File: src/rtl/log_reader.sv
// log_reader: read-side controller for the sample logger.
// Arms a capture, waits for the logger to report full, then sweeps every
// logger address and streams the stored samples over valid/ready.
// Optional feature macro: LOG_READER_TIMEOUT_EN adds a capture watchdog that
// aborts to IDLE with an o_error pulse after 2^ADDR_WIDTH+8 cycles without
// i_mem_full. Without the macro, CAPTURE waits forever and o_error is 0.
module log_reader #(
    parameter int ADDR_WIDTH = 15,
    parameter int DATA_WIDTH = 16,
    parameter int RD_LAT     = 1
) (
    input  logic                  clk,
    input  logic                  i_rst,
    input  logic                  i_start,
    output logic                  o_run_log,
    output logic                  o_read_log,
    output logic [ADDR_WIDTH-1:0] o_addr_log,
    input  logic                  i_mem_full,
    input  logic [31:0]           i_data_log,
    output logic [DATA_WIDTH-1:0] o_data,
    output logic                  o_valid,
    input  logic                  i_ready,
    output logic                  o_last,
    output logic                  o_busy,
    output logic                  o_done,
    output logic                  o_error
);

    typedef enum logic [2:0] {
        ST_IDLE,
        ST_ARM,
        ST_CAPTURE,
        ST_SETTLE,
        ST_FETCH,
        ST_OUT,
        ST_DONE
    } state_t;

    state_t                  state_q;
    logic                    run_log_q;
    logic                    read_log_q;
    logic [ADDR_WIDTH-1:0]   addr_q;
    logic [ADDR_WIDTH-1:0]   addr_d;
    logic [DATA_WIDTH-1:0]   data_q;
    logic [DATA_WIDTH-1:0]   sample_d;
    logic                    valid_q;
    logic                    last_q;
    logic                    busy_q;
    logic                    done_q;
    logic [1:0]              fetch_cnt_q;
    logic                    addr_is_last;

`ifdef LOG_READER_TIMEOUT_EN
    localparam int WD_W = ADDR_WIDTH + 2;
    localparam logic [WD_W-1:0] WD_LAST = WD_W'((2 ** ADDR_WIDTH) + 7);
    logic [WD_W-1:0] wdog_q;
    logic            error_q;
`endif

    // Only the low DATA_WIDTH bits of the logger word carry the sample.
    for (genvar gi = 0; gi < DATA_WIDTH; gi++) begin : g_slice
        assign sample_d[gi] = i_data_log[gi];
    end

    logic unused_hi;
    assign unused_hi = ^i_data_log[31:DATA_WIDTH];

    // Next sweep address and end-of-sweep detection.
    always_comb begin
        addr_d       = addr_q + ADDR_WIDTH'(1);
        addr_is_last = &addr_q;
    end

    // Control FSM with all outputs registered alongside the state.
    always_ff @(posedge clk) begin
        if (i_rst) begin
            state_q     <= ST_IDLE;
            run_log_q   <= 1'b0;
            read_log_q  <= 1'b0;
            addr_q      <= '0;
            data_q      <= '0;
            valid_q     <= 1'b0;
            last_q      <= 1'b0;
            busy_q      <= 1'b0;
            done_q      <= 1'b0;
            fetch_cnt_q <= '0;
`ifdef LOG_READER_TIMEOUT_EN
            wdog_q      <= '0;
            error_q     <= 1'b0;
`endif
        end else begin
            done_q <= 1'b0;
`ifdef LOG_READER_TIMEOUT_EN
            error_q <= 1'b0;
`endif
            case (state_q)
                ST_IDLE: begin
                    if (i_start) begin
                        state_q   <= ST_ARM;
                        run_log_q <= 1'b1;
                        busy_q    <= 1'b1;
                    end
                end
                ST_ARM: begin
                    state_q   <= ST_CAPTURE;
                    run_log_q <= 1'b0;
`ifdef LOG_READER_TIMEOUT_EN
                    wdog_q    <= '0;
`endif
                end
                ST_CAPTURE: begin
                    if (i_mem_full) begin
                        state_q    <= ST_SETTLE;
                        read_log_q <= 1'b1;
                        addr_q     <= '0;
`ifdef LOG_READER_TIMEOUT_EN
                    end else if (wdog_q == WD_LAST) begin
                        // Logger never filled: give up and report it.
                        state_q    <= ST_IDLE;
                        error_q    <= 1'b1;
                        busy_q     <= 1'b0;
                        read_log_q <= 1'b0;
                    end else begin
                        wdog_q <= wdog_q + WD_W'(1);
`endif
                    end
                end
                ST_SETTLE: begin
                    state_q     <= ST_FETCH;
                    fetch_cnt_q <= '0;
                end
                ST_FETCH: begin
                    // Address has been stable RD_LAT cycles: data is valid now.
                    if (fetch_cnt_q == 2'(RD_LAT)) begin
                        state_q <= ST_OUT;
                        data_q  <= sample_d;
                        last_q  <= addr_is_last;
                        valid_q <= 1'b1;
                    end else begin
                        fetch_cnt_q <= fetch_cnt_q + 2'd1;
                    end
                end
                ST_OUT: begin
                    if (i_ready) begin
                        valid_q <= 1'b0;
                        last_q  <= 1'b0;
                        if (addr_is_last) begin
                            state_q <= ST_DONE;
                            done_q  <= 1'b1;
                        end else begin
                            state_q     <= ST_FETCH;
                            addr_q      <= addr_d;
                            fetch_cnt_q <= '0;
                        end
                    end
                end
                ST_DONE: begin
                    state_q    <= ST_IDLE;
                    read_log_q <= 1'b0;
                    busy_q     <= 1'b0;
                    addr_q     <= '0;
                end
                default: begin
                    state_q <= ST_IDLE;
                end
            endcase
        end
    end

    assign o_run_log  = run_log_q;
    assign o_read_log = read_log_q;
    assign o_addr_log = addr_q;
    assign o_data     = data_q;
    assign o_valid    = valid_q;
    assign o_last     = last_q;
    assign o_busy     = busy_q;
    assign o_done     = done_q;
`ifdef LOG_READER_TIMEOUT_EN
    assign o_error    = error_q;
`else
    assign o_error    = 1'b0;
`endif

endmodule

File: config.mk
export PLATFORM = sky130hd
export DESIGN_NAME = log_reader
export DESIGN_NICKNAME = d
export VERILOG_FILES = /design/src/rtl/log_reader.sv
export SDC_FILE = /design/constraint.sdc
export NUM_CORES = 1
export LEC_CHECK = 0
export BUFFER_PORTS_ARGS = -buffer_cell sky130_fd_sc_hd__buf_2
export CAP_MARGIN = 20
export CORE_MARGIN = 3
export CORE_UTILIZATION = 50
export CTS_CLUSTER_DIAMETER = 200
export DETAILED_ROUTE_END_ITERATION = 12
export GPL_TIMING_DRIVEN = 0
export PLACE_DENSITY_LB_ADDON = 0.1
export REMOVE_ABC_BUFFERS = 1
export SETUP_SLACK_MARGIN = 0.3
export SLEW_MARGIN = 30
export SYNTH_ARGS = -nofsm -noshare
export SYNTH_HDL_FRONTEND = slang
export SYNTH_SLANG_ARGS = --single-unit
File: constraint.sdc
create_clock -name clk -period 3.8 [get_ports clk]
set_clock_uncertainty 0.1 [all_clocks]
set_input_delay 0 -clock clk [delete_from_list [all_inputs] [get_ports clk]]
set_output_delay 0 -clock clk [all_outputs]
set_load 0.01 [all_outputs]
==> results of run 1 <==
## power groups by stage
stage / Clock (W) / Sequential, W / Combinational, W
CTS: 0.000296 / 0.000459 / 0.0000716
floorplan: 0 / 0.000468 / 0.0000294
detailed placement: 0 / 0.000469 / 0.0000567
global placement: 0 / 0.000469 / 0.0000561
finish: 0.000288 / 0.000459 / 0.0000721
global route: 0.000316 / 0.000461 / 0.0000807
## sequential cells by signal (all words and copies together) (netlist names)
register and flops:
fetch_cnt_q 2, o_addr_log 15, o_busy 1, o_data 16, o_done 1, o_last 1, o_read_log 1, o_run_log 1
o_valid 1, state_q 3
## layout make-up
class / instances / area (µm²)
sequential: 42 / 841
fill: 327 / 1200
multi-input combinational: 184 / 1080
inverter: 6 / 22.5
timing repair buffer: 76 / 475
clock inverter: 3 / 21.3
clock buffer: 5 / 68.8
tap: 48 / 60.1
## cells by family (layout without fill, tap and decap cells)
logic type                 count (synthesis)  after routing  synth area share, %
buffers and inverters                     22             90                 4.83
other                                      1              1                0.186
DFF                                       42             42                 41.6
muxes                                      2              2                0.991
and+or+nand+nor                          113            113                 30.6
adders and majority gates                  2              2                 1.24
AOI/OAI and AO/OA                         66             66                 20.5
## cells in the mapped netlist (5+ instances only)
library cell               count  area share [%]
sky130_fd_sc_hd__inv_1         6             1.1
sky130_fd_sc_hd__nand2b_1      9             2.8
sky130_fd_sc_hd__nor3_1        5             1.2
sky130_fd_sc_hd__nand3_1       7             1.7
sky130_fd_sc_hd__o31ai_1       5             1.9
sky130_fd_sc_hd__nor2_1       13             2.4
sky130_fd_sc_hd__nand2_1      44             8.2
sky130_fd_sc_hd__clkbuf_1     11             2.0
sky130_fd_sc_hd__a31oi_1      12             3.7
sky130_fd_sc_hd__a21oi_1      28             6.9
sky130_fd_sc_hd__dfxtp_1      42              42
## how the worst max path moves through the flow
stage                               start                           to  slack [ns]  depth (start not counted)
5_1_grt           state_q[0]$_SDFFE_PP0P_   o_addr_log[4]$_SDFFE_PP0P_        1.34                          4
3_5_place_dp      state_q[0]$_SDFFE_PP0P_  o_addr_log[11]$_SDFFE_PP0P_        1.55                          4
2_1_floorplan  o_addr_log[1]$_SDFFE_PP0P_  fetch_cnt_q[0]$_SDFFE_PP0P_        1.86                          5
6_report       o_addr_log[1]$_SDFFE_PP0P_  o_addr_log[11]$_SDFFE_PP0P_        1.50                          5
3_3_place_gp   o_addr_log[1]$_SDFFE_PP0P_   o_addr_log[2]$_SDFFE_PP0P_        1.54                          5
4_1_cts        o_addr_log[1]$_SDFFE_PP0P_   o_addr_log[2]$_SDFFE_PP0P_        1.52                          5
## critical path, cell delays in order, from the launching register on
cell                      delay, ns
sky130_fd_sc_hd__dfxtp_1       0.49
sky130_fd_sc_hd__ha_1          0.32
sky130_fd_sc_hd__nand2_1       0.17
sky130_fd_sc_hd__nor4_4        0.55
sky130_fd_sc_hd__a21oi_1       0.36
sky130_fd_sc_hd__a31oi_1       0.24
## routing by layer
layer	routed length (µm)	share of wire (%)
met5	0	0
met4	42	0.83
met3	310	6.1
met2	2390	47
met1	2310	46
## stage by stage
stage          total power (W)  util [%]  area (µm²)
3_3_place_gp          0.000525      60.7        2290
3_5_place_dp          0.000526      60.7        2290
6_report              0.000818      68.2        2570
4_1_cts               0.000827      68.2        2570
5_1_grt               0.000858      68.2        2570
2_1_floorplan         0.000498         -        1950
==> qor.yml, run 1 <==
outcome:
  status: "completed"
power_and_ir_drop:
  peakVddDrop_mv: 0.325
  net-switching-power_w: 0.000203
  p_leak_nw: 1.08
  power.share.sequential_pct: 56.0
  internal_power_w: 0.000615
  pwr-share-clk_pct: 35.2
  power.density_mw_per_mm2: 318
  swShare_pct: 24.8
  p_comb_share_pct: 8.8
die:
  die_width_um: 69.6
  initial_utilization_pct: 53.6
  fp.dieH_um: 69.6
  floorplan.die_area_mm2: 0.00484
  row_count: 22
  core-area_mm2: 0.00377
  number_of_i_o_pins: 75
timing:
  timing.max_slew.rel_slack_pct: 54.4
  hold_slack_ns: 0.0866
  final-setup-viol-count: 0
  max_slew.worst_pin.slew_ns: 0.684
  max_clock_freq_ghz: 0.434
  layout_setup_ws_ns: 1.50
  setup_total_negative_slack_ns: 0
  rsz0062_at_grt: "no"
  drv_slew: 0
  hold_viol_final: 0
  part_of_the_cycle_the_worst_path_needs_pct: 60.6
  final_min_period_ns: 2.30
global_route:
  use_met2_pct: 31.8
  global_route.usage.met3_pct: 4.35
  grt_overflow_total: 0
  top_usage_layer: "met2"
  grt_pass1_wl_um: 8450
  met1_demand_to_capacity_share_in_global_routing_pct: 30.3
  antenna_found_initial: 0
  grt_start_max_net_pins: 35
  grt_pass1_vias: 1757
  grt_use_total_pct: 21.3
flow_run:
  drv_cap: 0
routing:
  wirelength_um: 5060
  drt_pass1_iterations: 4
  drt.antenna.violating_nets: 0
  post_drt_via_cell_ratio: 5.48
  avgRoutedWirePerCell_um: 13.9
  vias: 1993
  drc: 0
  drt_iter0_drc: 129
layout:
  share_of_cells_above_drive_strength_1_pct: 22.5
  layout_commonest_cell: "sky130_fd_sc_hd__buf_2"
  area.growth.synth_to_final_pct: 27.2
  final_net_count: 354
  layout.cells.most_common_list: "sky130_fd_sc_hd__buf_2, sky130_fd_sc_hd__nand2_1, sky130_fd_sc_hd__dfxtp_1"
  final_cell_count_no_fill: 364
  insertedDiodeCount: 0
worst_setup_path:
  ff2ff_setup_slack_ns: 1.50
  critical_path.endpoint_type: "flip-flop"
  worstReg2RegEnd: "o_addr_log[11]$_SDFFE_PP0P_"
  worst_ep_arrival_time_ns: 2.43
  critical_path_peak_fanout: 8
  worst_r2r_path_depth: 5
  timing.critical_path.required_ns: 3.93
  r2r_start: "o_addr_log[1]$_SDFFE_PP0P_"
  timing.setup.critical_path_class: "reg -> reg"
  cp-start-kind: "flip-flop"
yosys:
  number_of_flops_mapped_to_enable_cells_by_yosys: 0
  synth_seq_area_share_pct: 41.6
  yosys_warnings: 0
  syn_area_mm2: 0.00202
  yosys_register_bits: 42
  synth.lib_cells_used.distinct: 50
  avgSynthCellArea_um2: 8.15
  syn-instance-count: 248
  synth_top_flop_cell: "sky130_fd_sc_hd__dfxtp_1"
  async_reset_ff_share_pct: 0
place:
  dp.cells: 337
  port_buffers: 57
  worst_slack_placed_ns: 1.55
  dp_hpwl_um: 3370
  gp_congestion: 0.870
clocking:
  clock-sinks: 42
  cts_buffers: 5
  cts.root.buffer_cell: "sky130_fd_sc_hd__clkbuf_8"
  cts_tree: "done"
  postCtsHoldBufs: 19
  cts_post_setup_buffers_inserted: 0
  cts_resized: 0
  ctsHtreeMaxLevel: 2
  worstSkewPairLatency_ns: 0.30
  clk_path_buf_depth: 2
  clk_pin_slew_ns: 0.08
hold_path:
  hold_path.class: "in -> reg"
  worstHoldStart: "i_rst"
  min_path_cells: 2
  holdPathEnd: "o_valid$_SDFFE_PP0P_"
(Power assumes the default switching activity.)
==> run 2, diff against run 1 <==
- ABC_AREA: not set -> 1
- CORE_UTILIZATION: 50 -> 45
- clock period: 3.8 -> 1.9 ns (I/O delays scaled with it)
==> run 2 against run 1 <==
Routed wire length grew 26%. Final cell count grew 34%. Combinational power grew to 5.8 times the previous value. Sequential cell count is the same. Fmax grew 46%. Worst hold slack lost 0.041 ns. Synthesized cell count grew 33%. Critical path depth grew 4. Non-clock buffer count grew 18. Sequential power grew 110%. Clock power grew to 2.5 times the previous value. Power grew to 2.6 times the previous value. Critical endpoint is now o_addr_log[13]$_SDFFE_PP0P_. Largest cell class unchanged. Largest power group unchanged. Highest routed layer unchanged.
==> qor.yml, run 2 <==
layout:
  area.growth.synth_to_final_pct: 41.0
  multi_input_comb_area_mm2: 0.00123  # +14%
  share_of_cells_above_drive_strength_1_pct: 30.6  # +8.2 points
  fill_cells: 388  # +19%
  insertedDiodeCount: 0  # unchanged
  layout_commonest_cell: "sky130_fd_sc_hd__nand2_1"
  layout.cells.most_common_list: "sky130_fd_sc_hd__nand2_1, sky130_fd_sc_hd__buf_2, sky130_fd_sc_hd__a21oi_1"
  largest_register_ffs: 16  # unchanged
  final_net_count: 459  # +30%
  seq_area_um2: 871  # +3.6%
worst_setup_path:
  critical_path.endpoint_type: "flip-flop"
  cp-start-kind: "flip-flop"
  timing.critical_path.required_ns: 2.00  # -1.93 ns
  critical_path_peak_fanout: 7  # -1
  worst_ep_arrival_time_ns: 1.68  # -0.75 ns
  timing.setup.critical_path_class: "reg -> reg"
yosys:
  yosys_warnings: 0  # unchanged
  yosys-top-cells-count: "sky130_fd_sc_hd__nand2_1, sky130_fd_sc_hd__dfxtp_1, sky130_fd_sc_hd__nor2_1"
  syn-instance-count: 330  # +33%
  yosys_register_bits: 42  # unchanged
  yosysTopAreaCellShare_pct: 38.2  # -3.4 points
  avgSynthCellArea_um2: 6.68  # -18%
  synth.lib_cells_used.distinct: 25  # -50%
  most_numerous_cell_in_the_yosys_netlist: "sky130_fd_sc_hd__nand2_1"
  syn_area_mm2: 0.00220  # +9.0%
  yosys-top-cells-area: "sky130_fd_sc_hd__dfxtp_1, sky130_fd_sc_hd__nand2_1, sky130_fd_sc_hd__a21oi_1"
  synth_top_flop_cell: "sky130_fd_sc_hd__dfxtp_1"
  number_of_flops_mapped_to_enable_cells_by_yosys: 0  # unchanged
  async_reset_ff_share_pct: 0  # unchanged
  synth_seq_area_share_pct: 38.2  # -3.4 points
  synthDominantAreaCellType: "sky130_fd_sc_hd__dfxtp_1"
flow_run:
  drv_cap: 0  # unchanged
global_route:
  grt_pass1_vias: 2267  # +29%
  grt_start_max_net_pins: 28  # -20%
  grt_pass1_wl_um: 10100  # +19%
  grt_use_total_pct: 20.9  # -0.40 points
  antenna_found_initial: 0  # unchanged
  grt_overflow_total: 0  # unchanged
hold_path:
  hold_path.class: "in -> reg"
timing:
  hold_slack_ns: 0.0457  # -0.0409 ns
  part_of_the_cycle_the_worst_path_needs_pct: 83.2  # +23 points
  final-setup-viol-count: 0  # unchanged
  drv_slew: 0  # unchanged
  max_slew.worst_pin.slew_ns: 0.588  # -0.0961 ns
  layout_setup_ws_ns: 0.320  # -1.18 ns
  max_clock_freq_ghz: 0.633  # +46%
  timing.max_slew.rel_slack_pct: 60.7  # +6.4 points
  hold_viol_final: 0  # unchanged
  rsz0062_at_grt: "yes"
  final_min_period_ns: 1.58  # -0.721 ns
die:
  core-area_mm2: 0.00453  # +20%
  die_width_um: 76.0  # +9.2%
  row_count: 24  # +9.1%
  fp.dieH_um: 76.0  # +9.2%
  initial_utilization_pct: 48.6  # -5.0 points
  floorplan.die_area_mm2: 0.00577  # +19%
  number_of_i_o_pins: 75  # unchanged
clocking:
  cts_buffers: 5  # unchanged
  cts_tree: "done"
  cts.root.buffer_cell: "sky130_fd_sc_hd__clkbuf_8"
  worstSkewPairLatency_ns: 0.30  # about the same
  ctsHtreeMaxLevel: 2  # unchanged
  clk_pin_slew_ns: 0.09  # about the same
  clk_path_buf_depth: 2  # unchanged
  clock-sinks: 42  # unchanged
place:
  gp_congestion: 0.951  # +9.4%
  dp_hpwl_um: 3610  # +7.4%
  worst_slack_placed_ns: -0.0808  # -1.63 ns
  port_buffers: 57  # unchanged
power_and_ir_drop:
  peakVddDrop_mv: 0.480  # +48%
  p_leak_nw: 1.35  # +24%
  power.density_mw_per_mm2: 683  # +110%
routing:
  drc: 0  # unchanged
  drt_pass1_iterations: 4  # unchanged
  drt.antenna.violating_nets: 0  # unchanged
  wirelength_um: 6380  # +26%
  drt_iter0_drc: 154  # +19%
  post_drt_via_cell_ratio: 5.17  # -5.6%
  avgRoutedWirePerCell_um: 13.1  # -5.5%
  vias: 2512  # +26%
outcome:
  status: "completed"
-- run 2: cell types whose count changed after synthesis, moves of 5 or more --
cell,before,now
sky130_fd_sc_hd__clkbuf_1,11,4
sky130_fd_sc_hd__nand4_1,4,20
sky130_fd_sc_hd__a31oi_1,12,0
sky130_fd_sc_hd__inv_1,6,34
sky130_fd_sc_hd__a21oi_1,28,36
sky130_fd_sc_hd__nor2_1,13,38
sky130_fd_sc_hd__nand2_1,44,96
sky130_fd_sc_hd__inv_2,0,5
sky130_fd_sc_hd__o31ai_1,5,0
sky130_fd_sc_hd__nand2b_1,9,0
sky130_fd_sc_hd__nand3_1,7,14
-- run 2: final timing paths --
path | to | cells after the start | slack (ns) | startpoint
worst max-delay path | o_addr_log[13]$_SDFFE_PP0P_ | 9 | 0.32 | o_addr_log[7]$_SDFFE_PP0P_
worst min-delay path | state_q[2]$_SDFFE_PP0P_ | 2 | 0.05 | i_rst
worst max register to register | o_addr_log[13]$_SDFFE_PP0P_ | 9 | 0.32 | o_addr_log[7]$_SDFFE_PP0P_
worst min register to register | o_read_log$_SDFFE_PP0P_ | 2 | 0.34 | o_read_log$_SDFFE_PP0P_
-- run 2: critical path, stage by stage (launching register included) --
cell	delay (ns)
sky130_fd_sc_hd__dfxtp_1	0.40
sky130_fd_sc_hd__nand2_1	0.16
sky130_fd_sc_hd__nor2_2	0.19
sky130_fd_sc_hd__nand2_4	0.08
sky130_fd_sc_hd__inv_4	0.08
sky130_fd_sc_hd__nand3_4	0.14
sky130_fd_sc_hd__nand3_4	0.16
sky130_fd_sc_hd__nand2_1	0.07
sky130_fd_sc_hd__nand2_1	0.05
sky130_fd_sc_hd__nor2_1	0.05
-- run 2: what timing repair did --
action,CTS,global route
pin swaps,3,9
hold buffers,19,0
endpoints found under the setup margin,37,36
gates resized for setup,16,32
setup buffers,7,10
cloned,3,2
endpoints found under the hold margin,22,0
-- run 2: final cells by class --
cell class / count / area share, %
Multi-Input combinational cell: 237 / 39.8
Sequential cell: 42 / 28.0
Timing Repair Buffer: 94 / 20.6
Inverter: 40 / 5.32
Tap cell: 65 / 2.62
Clock buffer: 5 / 2.22
Clock inverter: 3 / 1.45
-- run 2: metal layers --
| metal | global-route usage, % | wire length [µm] | part of all wire (%) |
|---|---|---|---|
| met1 | 24.2 | 2580 | 40 |
| met2 | 36.6 | 3210 | 50 |
| met3 | 4.96 | 419 | 6.6 |
| met4 | 9.24 | 165 | 2.6 |
| met5 | 0 | 0 | 0 |
-- run 2: logic make-up after synthesis --
kind of cell | after synthesis | share of synthesized area, %
adders and majority gates | 2 | 1.14
DFF | 42 | 38.2
and+or+nand+nor | 185 | 38.3
buffers and inverters | 55 | 11.8
AOI/OAI and AO/OA | 45 | 10.4
other | 1 | 0.170
-- run 2: through the flow --
| stage | instance area [µm²] | TNS (ns) | instances | power, W | utilization [%] |
|---|---|---|---|---|---|
| after floorplan | 2100 | 0 | 315 | 0.00121 | - |
| after global placement | 2460 | -0.354 | 437 | 0.00131 | 54.3 |
| after detailed placement | 2460 | -0.541 | 437 | 0.00131 | 54.3 |
| after CTS | 2940 | 0 | 474 | 0.00212 | 64.7 |
| after global routing | 3110 | 0 | 486 | 0.00225 | 68.5 |
| final | 3110 | 0 | 486 | 0.00212 | 68.5 |
-- run 2: power breakdown --
part	total (W)	internal (W)	switching [W]
clock network	0.000725	0.000391	0.000334
registers	0.000977	0.000928	0.0000491
logic	0.000421	0.000174	0.000247
total	0.00212	0.00149	0.000630
==> run 3, diff against run 2 <==
- ABC_AREA: 1 -> 0
- CORE_UTILIZATION: 45 -> 49
- clock period: 1.9 -> 1.5 ns (I/O delays scaled with it)
==> run 3 against run 2 <==
Die area shrank 15%. Final cell count shrank 15%. Critical endpoint is now o_addr_log[5]$_SDFFE_PP0P_. The run now ends with setup timing left. First-iteration DRC count grew 110%.
==> qor.yml, run 3 (synthesis gave the netlist of run 1 again) <==
timing:
  rsz0062_at_grt: "yes"
  part_of_the_cycle_the_worst_path_needs_pct: 126  # +43 points
  max_slew.worst_pin.slew_ns: 0.790  # +0.202 ns
  hold_viol_final: 0  # unchanged
  setup_total_negative_slack_ns: -5.56  # -5.56 ns
  timing.max_slew.rel_slack_pct: 47.3  # -13 points
  drv_slew: 0  # unchanged
  hold_slack_ns: 0.111  # +0.0653 ns
  layout_setup_ws_ns: -0.392  # -0.712 ns
  max_clock_freq_ghz: 0.528  # -16%
  final_min_period_ns: 1.89  # +0.312 ns
  final-setup-viol-count: 26  # +26
layout:
  layout_commonest_cell: "sky130_fd_sc_hd__buf_2"
  share_of_cells_above_drive_strength_1_pct: 56.4  # +26 points
  largest_register_ffs: 16  # unchanged
  layout.cells.most_common_list: "sky130_fd_sc_hd__buf_2, sky130_fd_sc_hd__nand2_1, sky130_fd_sc_hd__buf_4"
  area.growth.synth_to_final_pct: 70.0
  fill_cells: 157  # -60%
  insertedDiodeCount: 0  # unchanged
  final_net_count: 403  # -12%
clocking:
  cts_buffers: 5  # unchanged
  clk_pin_slew_ns: 0.09  # about the same
  cts.root.buffer_cell: "sky130_fd_sc_hd__clkbuf_8"
  worstSkewPairLatency_ns: 0.31  # about the same
  clk_path_buf_depth: 2  # unchanged
  cts_tree: "done"
  ctsHtreeMaxLevel: 2  # unchanged
  clock-sinks: 42  # unchanged
worst_setup_path:
  timing.setup.critical_path_class: "reg -> reg"
  critPathTopFamily: "simple AND/OR/NAND/NOR gates"
  critical_path.endpoint_type: "flip-flop"
  critical_path.slowest_cell: "sky130_fd_sc_hd__nor4_4"
  cp_most_frequent_cell: "sky130_fd_sc_hd__buf_6"
  worst_ep_arrival_time_ns: 2.02  # +0.34 ns
  critical_path_peak_fanout: 6  # -1
  max_stage_delay_ns: 0.45  # +0.05 ns
  path_cells: "ha_4 > nand2_4 > buf_6 > nor4_4 > a21oi_2 > buf_6 > a31oi_1"
  timing.critical_path.required_ns: 1.62  # -0.38 ns
  cp-start-kind: "flip-flop"
  critical_path.n_buffers_inverters: 2  # +1
die:
  number_of_i_o_pins: 75  # unchanged
  fp.dieH_um: 70.2  # -7.6%
  floorplan.die_area_mm2: 0.00493  # -15%
  row_count: 22  # -8.3%
  die_width_um: 70.2  # -7.6%
  initial_utilization_pct: 52.8  # +4.2 points
  core-area_mm2: 0.00383  # -16%
routing:
  drt_iter0_drc: 322  # +110%
  wirelength_um: 9400  # +47%
  drt.antenna.violating_nets: 0  # unchanged
  drt_pass1_iterations: 6  # +2
  drc: 0  # unchanged
  vias: 2686  # +6.9%
  post_drt_via_cell_ratio: 6.50  # +26%
  avgRoutedWirePerCell_um: 22.8  # +73%
global_route:
  grt_start_max_net_pins: 35  # +25%
  grt_use_total_pct: 26.5  # +5.6 points
  grt_pass1_vias: 2207  # -2.6%
  grt_overflow_total: 0  # unchanged
  antenna_found_initial: 0  # unchanged
  grt_pass1_wl_um: 10500  # +4.6%
power_and_ir_drop:
  power_w: 0.00227  # +7.1%
  power.density_mw_per_mm2: 662  # -3.2%
  peakVddDrop_mv: 0.728  # +52%
  p_leak_nw: 1.43  # +6.1%
hold_path:
  hold_path.class: "in -> reg"
outcome:
  status: "finished with violations"
  violations: "setup timing"
place:
  port_buffers: 57  # unchanged
  dp_hpwl_um: 3270  # -9.4%
  worst_slack_placed_ns: -0.764  # -0.683 ns
  gp_congestion: 0.863  # -9.2%
flow_run:
  drv_cap: 0  # unchanged
-- run 3: cell types whose count changed in the layout (fill, tap and decap cells not counted), sizes merged, moves of 6 or more --
cell / delta
nand2b: +9
nand3: -16
inv: -34
buf: +26
a31oi: +12
nand4: -14
and2: +6
a21oi: -7
nand2: -54
nor2: -28
-- run 3: worst paths after layout --
path / start / to / slack [ns] / cells past startpoint
min reg2reg: o_data[15]$_SDFFE_PP0P_ / o_data[15]$_SDFFE_PP0P_ / 0.37 / 2
min: i_ready / state_q[1]$_SDFFE_PP0P_ / 0.11 / 4
max: o_addr_log[0]$_SDFFE_PP0P_ / o_addr_log[5]$_SDFFE_PP0P_ / -0.39 / 7
max reg2reg: o_addr_log[0]$_SDFFE_PP0P_ / o_addr_log[5]$_SDFFE_PP0P_ / -0.39 / 7
-- run 3: power by group --
group / internal (W) / switching, W
clock: 0.000328 / 0.000457
sequential: 0.00111 / 0.0000242
combinational: 0.000185 / 0.000166
-- run 3: final cells by class --
cell class | count | area, µm² | area share, %
Clock inverter | 3 | 21.3 | 0.619
Sequential cell | 42 | 900 | 26.2
Multi-Input combinational cell | 189 | 1480 | 43.0
Timing Repair Buffer | 120 | 887 | 25.8
Clock buffer | 5 | 68.8 | 2.00
Inverter | 6 | 22.5 | 0.656
Tap cell | 48 | 60.1 | 1.75
-- run 3: through the flow --
stage | util, % | cell area (µm²) | std cells
6_report | 89.8 | 3430 | 413
5_1_grt | 89.8 | 3430 | 413
4_1_cts | 78.7 | 3010 | 397
3_5_place_dp | 59.9 | 2290 | 337
3_3_place_gp | 59.9 | 2290 | 337
2_1_floorplan | - | 1950 | 232
-- run 3: what timing repair did --
item | 4_1_cts | 5_1_grt
cloned | 4 | 1
resized for setup | 67 | 78
buffers inserted | 30 | 14
pin swaps | 14 | 43
endpoints found under the setup margin | 39 | 41
hold endpoints to repair | 19 | 1
hold buffers | 18 | 1
-- run 3: worst min-delay path, stage by stage --
cell                      delay [ns]
sky130_fd_sc_hd__buf_2          0.16
sky130_fd_sc_hd__and2_4         0.17
sky130_fd_sc_hd__a31oi_1        0.08
sky130_fd_sc_hd__nor2_1         0.08
-- run 3: metal layers --
metal	global-route usage, %	vias up	routed length [µm]
met5	0	-	0
met4	11.9	0	731
met3	5.32	78	794
met2	45.5	209	4590
met1	31.5	1266	3280
li1	-	1133	-
